`src/rtl/mul_ctrl_pkg.sv`:
```
// rtl/mul_ctrl_pkg.sv - shared states and constants for the multiplier sequencer
package mul_ctrl_pkg;

    localparam int NREQ = 2;

    typedef enum logic [2:0] {
        IDLE,
        LOAD,
        RUN,
        CAP,
        RESP
    } state_t;

endpackage

```
`src/rtl/rr_arb2.sv`:
```
// rtl/rr_arb2.sv - two-input round-robin arbiter, pointer marks the preferred requester
module rr_arb2 (
    input  logic [1:0] valid,
    input  logic       ptr,
    input  logic       en,
    output logic [1:0] gnt,
    output logic       winner
);

    always_comb begin
        winner = valid[ptr] ? ptr : ~ptr;
        gnt    = 2'b00;
        if (en && (valid != 2'b00)) begin
            gnt[winner] = 1'b1;
        end
    end

endmodule

```
`src/rtl/signed_mul_seq_arb.sv`:
```
// rtl/signed_mul_seq_arb.sv - arbitrates two requesters onto one right-shift signed multiplier
module signed_mul_seq_arb
    import mul_ctrl_pkg::*;
#(
    parameter int K  = 3,
    parameter int CW = $clog2(K) + 1
) (
    input  logic                clk,
    input  logic                rst,
    input  logic [NREQ-1:0]     req_valid,
    output logic [NREQ-1:0]     req_ready,
    input  logic [NREQ*K-1:0]   req_a,
    input  logic [NREQ*K-1:0]   req_b,
    output logic [NREQ-1:0]     rsp_valid,
    input  logic [NREQ-1:0]     rsp_ready,
    output logic [2*K-1:0]      rsp_product,
    output logic                mul_start,
    output logic                mul_sel,
    output logic                mul_done,
    output logic [K-1:0]        mul_m_cand,
    output logic [K-1:0]        mul_m_ier,
    input  logic [2*K:0]        mul_result
);

    state_t          state, state_n;
    logic            rr_ptr;
    logic [CW-1:0]   count;
    logic [K-1:0]    a_q, b_q;
    logic            grant_q;
    logic [2*K-1:0]  product_q;
    logic [1:0]      arb_gnt;
    logic            arb_win;
    logic            grant_fire;
    logic            unused_result_msb;

    // The datapath's extra guard bit never carries product information.
    assign unused_result_msb = mul_result[2*K];

    rr_arb2 u_arb (
        .valid  (req_valid),
        .ptr    (rr_ptr),
        .en     ((state == IDLE) && !rst),
        .gnt    (arb_gnt),
        .winner (arb_win)
    );

    assign req_ready   = arb_gnt;
    assign grant_fire  = |arb_gnt;
    assign mul_m_cand  = a_q;
    assign mul_m_ier   = b_q;
    assign rsp_product = product_q;

    always_ff @(posedge clk or posedge rst) begin
        if (rst) begin
            state     <= IDLE;
            rr_ptr    <= 1'b0;
            count     <= '0;
            a_q       <= '0;
            b_q       <= '0;
            grant_q   <= 1'b0;
            product_q <= '0;
        end else begin
            state <= state_n;
            if (grant_fire) begin
                a_q     <= arb_win ? req_a[2*K-1:K] : req_a[K-1:0];
                b_q     <= arb_win ? req_b[2*K-1:K] : req_b[K-1:0];
                grant_q <= arb_win;
                rr_ptr  <= ~arb_win;
            end
            if (state == LOAD) begin
                count <= '0;
            end else if (state == RUN) begin
                count <= count + 1'b1;
            end
            if (state == CAP) begin
                product_q <= mul_result[2*K-1:0];
            end
        end
    end

    always_comb begin
        state_n   = state;
        mul_start = 1'b0;
        mul_sel   = 1'b0;
        mul_done  = 1'b0;
        rsp_valid = '0;
        case (state)
            IDLE: begin
                if (grant_fire) begin
                    state_n = LOAD;
                end
            end
            LOAD: begin
                mul_start = 1'b1;
                state_n   = RUN;
            end
            RUN: begin
                // Two's-complement multiplier: the MSB step carries negative weight.
                if (count == CW'(K - 1)) begin
                    mul_sel = b_q[K-1];
                    state_n = CAP;
                end
            end
            CAP: begin
                mul_done = 1'b1;
                state_n  = RESP;
            end
            RESP: begin
                rsp_valid[grant_q] = 1'b1;
                if (rsp_ready[grant_q]) begin
                    state_n = IDLE;
                end
            end
            default: state_n = IDLE;
        endcase
    end

endmodule

```
`config.mk`:
```
export PLATFORM = sky130hd
export DESIGN_NAME = signed_mul_seq_arb
export DESIGN_NICKNAME = d
export VERILOG_FILES = /design/src/rtl/mul_ctrl_pkg.sv /design/src/rtl/rr_arb2.sv /design/src/rtl/signed_mul_seq_arb.sv
export SDC_FILE = /design/constraint.sdc
export NUM_CORES = 1
export LEC_CHECK = 0
export BUFFER_PORTS_ARGS = -buffer_cell sky130_fd_sc_hd__buf_2
export CORE_UTILIZATION = 42
export DETAILED_ROUTE_END_ITERATION = 16
export GPL_ROUTABILITY_DRIVEN = 1
export PLACE_DENSITY = 0.8
export SYNTH_ARGS = -nofsm -noshare
export SYNTH_HDL_FRONTEND = slang
export SYNTH_SLANG_ARGS = --single-unit
export TNS_END_PERCENT = 1
```
`constraint.sdc`:
```
create_clock -name clk -period 1.3 [get_ports clk]
set_input_delay 0.26 -clock clk [delete_from_list [all_inputs] [get_ports clk]]
set_output_delay 0.26 -clock clk [all_outputs]
set_load 0.05 [all_outputs]
```
==> Word level (Yosys, flattened, before mapping) <==
Index checks and enable logic that the tools add are counted.
{ "classes": {"n_mux": 23, "n_shift": 0, "magnitude_cmp": 5, "mul": 0, "n_eq_ne": 8, "bitwise_logic": 2, "n_reduce_logical": 10, "addsub": 1, "n_div": 0} }
{ "ops": {"columns": ["operator", "n"], "rows": [
  ["2-to-1 mux 3 bit", 7],
  ["case mux 3 bit (5 select lines)", 1],
  ["2-to-1 mux 1 bit", 11],
  ["== test 3 x 2 -> 1 bit (second input constant)", 3],
  ["less-than comparator 1 x 2 -> 1 bit (second input constant)", 3],
  ["logical AND 1 bit", 4],
  ["2-to-1 mux 2 bit", 2],
  ["inequality test 2 bit (second input constant)", 2],
  ["nonzero test 2 bit", 2],
  ["adder 3 x 1 -> 3 bit (second input constant)", 1],
  ["== test 3 x 1 -> 1 bit (second input constant)", 1],
  ["== test 3 bit (second input constant)", 1],
  ["logical NOT 3 bit", 1],
  ["AND reduction 3 bit", 1],
  ["demux 1 bit (select 1 bit)", 2],
  ["greater-or-equal comparator 1 bit (second input constant)", 2],
  ["inequality test 2 x 1 -> 1 bit (second input constant)", 1],
  ["inverter 1 bit", 2],
  ["OR reduction 2 bit", 1],
  ["logical NOT 1 bit", 1]
]} }
{ "totals": {"wordCells": 56, "memories": 0, "register_bits": 20, "input_bits": 25, "romBits": 0, "latchBits": 0, "ramBits": 0} }

==> Logic depth before layout (Yosys ltp) <==
Gate-level depths: netlist of run 1.
{ "logic_depth": {"depth_word": 11, "mapped_depth": 5, "depth_no_buf": 4} }

==> By module <==
Synthesis of run 1 repeated with hierarchy kept, for this count alone.
{ "hier_totals": {"hier_cells": 96, "hier_area_um2": 1011.0} }
{ "modules_own_cells": {"columns": ["mod", "area_each_um2", "instances", "cells_each"], "rows": [
  ["signed_mul_seq_arb", 983.4, 1, 90],
  ["rr_arb2", 27.5, 1, 6]
]} }

==> Least setup slack after synthesis of run 1 <==
OpenSTA, ideal clock, no wires.
{ "synth_path": {"path_type": "reg2out", "startpoint": "register state[2]", "endpoint": "output port req_ready[1]", "setup_slack_ps": -938, "path_stages_with_launch": 5, "t_arrival_ps": 1978, "required_time_ps": 1040, "cell_sequence": "dfrtp_1 -> buf_6 -> nor3_4 -> nand2_1 -> nor3_1"} }
{ "synth_between": {"elab_chain_len": 4} }
{ "synth_lines": {"columns": ["item", "line_no", "rtl"], "rows": [
  ["start, declared", "signed_mul_seq_arb.sv:25", "state_t state, state_n;"],
  ["start signal, assigned", "signed_mul_seq_arb.sv:63", "state <= state_n;"],
  ["logical NOT 3 bit", "signed_mul_seq_arb.sv:42", ".en ((state == IDLE) && !rst),"],
  ["logical AND 1 bit", "signed_mul_seq_arb.sv:42", null],
  ["logical AND 1 bit", "rr_arb2.sv:13", "if (en && (valid != 2'b00)) begin"],
  ["2-to-1 mux 2 bit", "rr_arb2.sv:13", null],
  ["end, declared", "signed_mul_seq_arb.sv:11", "output logic [NREQ-1:0] req_ready,"]
]} }
No other way between the ends.

==> Worst setup path in the final report of run 1 <==
{ "layout_path": {"startpoint": "register state[0]", "endpoint": "output port req_ready[1]"} }
Same word-level chain as after synthesis.

==> results.toml, run 1 <==
[clock_network]
cts.sinks = 20
clk_latency_ns = 0.30
clk_pin_slew_ns = 0.11
cts_inserted_buffers = 3
ctsRootBufferMaster = "clkbuf_4"
h-tree-depth = 1
clockBufferDepth = 2
tritoncts = "done"

[global_routing]
overflow = 0
grt_max_degree = 21
track_usage_pct = 22.1
antenna_found_initial = 0
grt_pass1_vias = 1076
grt_pass1_wl_um = 4350

[synth]
synth.distinct_cells = 29
synth_seq_area_share_pct = 47.8
synth.net_count = 132
syn_inst = 105
ys_warn_count = 0
syn_area_per_cell_um2 = 9.97
syn_area_um2 = 1050
synth_seq_cells = 20

[power]
power_density_nw_per_um2 = 2800
seqPwrFrac_pct = 26.1
switching_share_pct = 48.7
p_sw_uw = 2180
p_comb_share_pct = 65.9
p_total_uw = 4480
ir_drop_mv = 1.62
p_leak_uw = 0.000787
clockPowerShare_pct = 8.0
p_int_uw = 2300

[layout]
final_nets = 202
final_cell_mix = "35 x buf_2, 25 x buf_4, 17 x dfrtp_1"
num_antenna_cells = 0
final_common_cell = "buf_2"
area_growth_pct = 52.8
fin_util_pct = 70.3
drive_gt1_share_pct = 54.6

[critical_path]
cp_data_arrival_time_ns = 1.42
startpoint_type = "flop"
cp_max_fo = 5
end_kind = "output port"
worstPathRequired_ns = 1.04
crit_type = "reg -> out"

[sta]
fin_ws_ns = -0.385
max_freq_mhz = 594
finalHoldViolations = 0
drv_slew = 0
fin_crit_ns = 1.68
fin_crit_sh_pct = 130
rsz0062_at_grt = "yes"
max_slew.worst_pin.slew_ns = 0.257
finalSetupViolations = 21
relSlewSlack_pct = 82.8
skew_ns = 0.00749

[detailed_routing]
vias = 1065
drc = 0
wire_per_inst_um = 13.0
drtIter0Drc = 17
antenna_left = 0
viasPerCell = 5.27
routed_wl_um = 2640
dr.pass1.iters = 4

[placement]
io_buffers = 42
place.gp.congestion = 0.806
post-dp-hpwl_um = 2050

[floorplan]
dieArea_um2 = 2700
io_pins = 44
coreArea_um2 = 2280
initial_core_util_pct = 46.0
num_rows = 17
die_h_um = 51.9
die_x_um = 51.9

[status]
status = "finished, violations left"
violations = "negative setup slack"

[job]
cap_violations = 0

[worst_hold_path]
hold_path.class = "in -> reg"
## registers in the layout (all words and copies together), names as in the netlist
signal / flops
state: 3
grant_q: 1
mul_m_ier: 3
rsp_product: 6
count: 3
rr_ptr: 1
mul_m_cand: 3
## logic make-up after synthesis
logic type	Yosys count	synth area share, %
adders and majority gates	2	2.39
DFF	20	47.8
muxes	8	8.96
and+or+nand+nor	34	18.0
buffers and inverters	10	5.62
AOI/OAI and AO/OA	30	16.4
xor gates and xnor gates	1	0.836
## worst paths after layout
kind / depth (start not counted) / slack, ns / to / from
max in group asynchronous: 4 / 0.54 / state[0]$_DFFE_PP0P_ / rst
min reg2reg: 1 / 0.51 / rsp_product[4]$_DFFE_PP0P_ / rsp_product[4]$_DFFE_PP0P_
max: 4 / -0.38 / req_ready[1] / state[0]$_DFFE_PP0P_
max reg2reg: 4 / -0.16 / grant_q$_DFFE_PP0P_ / state[0]$_DFFE_PP0P_
min in group asynchronous: 4 / 0.53 / mul_m_cand[2]$_DFFE_PP0P_ / rst
min: 2 / 0.18 / rsp_product[2]$_DFFE_PP0P_ / mul_result[2]
## critical path, stage by stage, from the launching register on
cell,delay [ns]
dfrtp_2,0.46
nor3_4,0.23
nand2_2,0.12
nor3_4,0.14
buf_6,0.18
## per-layer routing
metal | global-route usage, % | vias up | part of all wire [%]
li1 | - | 509 | -
met1 | 24.9 | 522 | 42
met2 | 38.7 | 30 | 54
met3 | 2.92 | 4 | 3.2
met4 | 14.0 | 0 | 0.95
met5 | 0 | - | 0
## layout make-up
type / instances / area, um^2
clock buffer: 4 / 36.3
fill: 170 / 676
inverter: 5 / 18.8
multi-input combinational: 75 / 532
sequential: 20 / 504
tap: 28 / 35.0
timing repair buffer: 70 / 474
## power by group through the flow
| stage | sequential, uW | clock, uW | combinational, uW |
|---|---|---|---|
| after floorplan | 1780 | 0 | 1280 |
| after global placement | 1150 | 0 | 2700 |
| after detailed placement | 1170 | 0 | 2780 |
| after CTS | 1160 | 370 | 2910 |
| after global routing | 1210 | 397 | 3150 |
| final | 1170 | 357 | 2950 |
## stage by stage
stage               std cells  instance area (um^2)  setup TNS, ns  setup slack [ns]  hold WS, ns
floorplan                 105                  1080          -1.47            -0.305        0.224
global placement          196                  1480          -1.29            -0.165        0.303
detailed placement        196                  1480          -1.92            -0.195        0.330
CTS                       201                  1590          -3.71            -0.400        0.175
global route              202                  1600          -5.14            -0.489        0.164
finish                    202                  1600          -3.49            -0.385        0.184
## cell usage after synthesis, drive strengths merged
cell type	number	area [um^2]
a21oi	11	55.1
a22o	2	17.5
a31oi	6	37.5
and2	1	6.26
and3	1	6.26
buf	5	40.0
dfrtp	20	500
ha	2	25.0
inv	5	18.8
mux2	8	93.8
nand2	6	22.5
nand2b	3	18.8
nand3	7	35.0
nand3b	1	7.51
nor2	6	22.5
nor2b	3	18.8
nor3	2	21.3
nor3b	1	7.51
nor4bb	1	10.0
o21ai	9	45.0
o21ba	1	10.0
o22ai	1	6.26
or2	2	12.5
xnor2	1	8.76
## repair_timing
item,CTS,global route
pin swaps,0,2
endpoints found under the hold margin,20,0
hold buffers,1,0
setup buffers,0,1
endpoints found under the setup margin,22,23
gates resized for setup,21,4
No activity file was read; power rests on OpenSTA's default activity.
==> run 2: changes to the inputs <==
--- a/config.mk
+++ b/config.mk
@@ -10,6 +10,7 @@
 export DETAILED_ROUTE_END_ITERATION = 16
 export GPL_ROUTABILITY_DRIVEN = 1
 export PLACE_DENSITY = 0.8
+export SETUP_SLACK_MARGIN = 0.1
 export SYNTH_ARGS = -nofsm -noshare
 export SYNTH_HDL_FRONTEND = slang
 export SYNTH_SLANG_ARGS = --single-unit
==> results.toml, run 2 (same netlist as run 1, synthesis figures left out) <==
[critical_path]
crit_type = "reg -> out"
startpoint_type = "flop"
critPathSlowestCell = "dfrtp_2"
end_kind = "output port"
cp_cell_sequence = "nor3_4 -> nand2_2 -> nor3_4 -> buf_6"
cp_max_fo = 5
cp_data_arrival_time_ns = 1.43
worstPathRequired_ns = 1.04
cpMostUsedCell = "nor3_4"
critPathMaxStageDelay_ns = 0.46

[clock_network]
tritoncts = "done"
clk_latency_ns = 0.30
clk_pin_slew_ns = 0.12
ctsRootBufferMaster = "clkbuf_4"
cts.sinks = 20
h-tree-depth = 1
cts_inserted_buffers = 3
clockBufferDepth = 2

[floorplan]
coreArea_um2 = 2280
dieArea_um2 = 2700
die_h_um = 51.9
die_x_um = 51.9
initial_core_util_pct = 46.0
io_pins = 44
num_rows = 17

[global_routing]
grt_pass1_wl_um = 4360
antenna_found_initial = 0
grt_pass1_vias = 1076
overflow = 0
track_usage_pct = 22.1
grt_max_degree = 21

[placement]
place.gp.congestion = 0.806
dpl_worst_slack_ns = -0.195
post-dp-hpwl_um = 2050
io_buffers = 42

[sta]
relSlewSlack_pct = 83.5
finalSetupViolations = 21
finalHoldViolations = 0
fin_crit_sh_pct = 130
fin_crit_ns = 1.69
fin_ws_ns = -0.387
rsz0062_at_grt = "yes"
timing.hold.ws_ns = 0.178
drv_slew = 0
max_freq_mhz = 593
skew_ns = 0.0116
fin_tns_setup_ns = -3.75
max_slew.worst_pin.slew_ns = 0.247

[layout]
final_common_cell = "buf_4"
final_cell_mix = "31 x buf_4, 23 x buf_2, 17 x dfrtp_1"
num_antenna_cells = 0
final_nets = 202
largest_reg_flops = 6
drive_gt1_share_pct = 55.2
fin_util_pct = 72.1
area_growth_pct = 56.6

[detailed_routing]
route.met3.wl_um = 77
top_layer = "met4"
wl_met1_um = 1170
drc = 0
vias = 1058
wire_per_inst_um = 13.4
antenna_left = 0
wl_met2_um = 1440
viasPerCell = 5.24
dr.pass1.iters = 4
routed_wl_um = 2710
drtIter0Drc = 25

[power]
p_sw_uw = 2210
seqPwrFrac_pct = 25.5
switching_share_pct = 47.8
p_leak_uw = 0.000799
p_int_uw = 2410
clockPowerShare_pct = 7.8
power_density_nw_per_um2 = 2820
ir_drop_mv = 1.66
p_comb_share_pct = 66.6

[job]
cap_violations = 0

[status]
status = "finished, violations left"
violations = "negative setup slack"

[worst_hold_path]
hold_path.class = "in -> reg"
## run 2: power by group through the flow
stage,registers (uW),clock network [uW],logic [uW]
detailed placement,1170,0,2780
finish,1180,362,3080
CTS,1160,370,2940
floorplan,1780,0,1280
global route,1230,397,3280
global placement,1150,0,2700
## run 2: path summary, 6_finish.rpt
| path | from | endpoint | slack, ns | depth (start not counted) |
|---|---|---|---|---|
| max | state[0]$_DFFE_PP0P_ | req_ready[1] | -0.39 | 4 |
| min | mul_result[2] | rsp_product[2]$_DFFE_PP0P_ | 0.18 | 2 |
| max reg2reg | state[0]$_DFFE_PP0P_ | grant_q$_DFFE_PP0P_ | -0.17 | 4 |
| min reg2reg | rsp_product[2]$_DFFE_PP0P_ | rsp_product[2]$_DFFE_PP0P_ | 0.52 | 1 |
| max in group asynchronous | rst | state[0]$_DFFE_PP0P_ | 0.54 | 4 |
| min in group asynchronous | rst | mul_m_cand[2]$_DFFE_PP0P_ | 0.53 | 4 |
## run 2: critical path: cells and delay by family (launching register included)
family,cells,cell delay [ns]
DFF,1,0.46
buffers and inverters,1,0.18
and+or+nand+nor,3,0.49
## run 2: per-layer routing
metal | up-vias | track usage, %
met1 | 519 | 25.1
met2 | 27 | 38.7
met3 | 4 | 2.92
li1 | 508 | -
met5 | - | 0
met4 | 0 | 14.0
## run 2: final cells by class
type / instances / area [um^2]
fillers: 167 / 636
inverters: 5 / 18.8
well taps: 28 / 35.0
repair buffers: 70 / 508
multi-input cells: 75 / 538
flip-flops and latches: 20 / 504
clock buffers: 4 / 36.3
## run 2: per-stage QoR
stage | total power (uW) | std cells | cell area, um^2
6_report | 4630 | 202 | 1640
5_1_grt | 4900 | 202 | 1640
4_1_cts | 4470 | 201 | 1600
3_5_place_dp | 3950 | 196 | 1480
3_3_place_gp | 3850 | 196 | 1480
2_1_floorplan | 3060 | 105 | 1080
## run 2: repair_timing
item	in CTS	in global routing
gates cloned	0	0
setup endpoints to repair	27	34
setup buffers	0	1
resized for setup	24	19
hold endpoints to repair	20	0
pin swaps	0	3
hold buffers	1	0
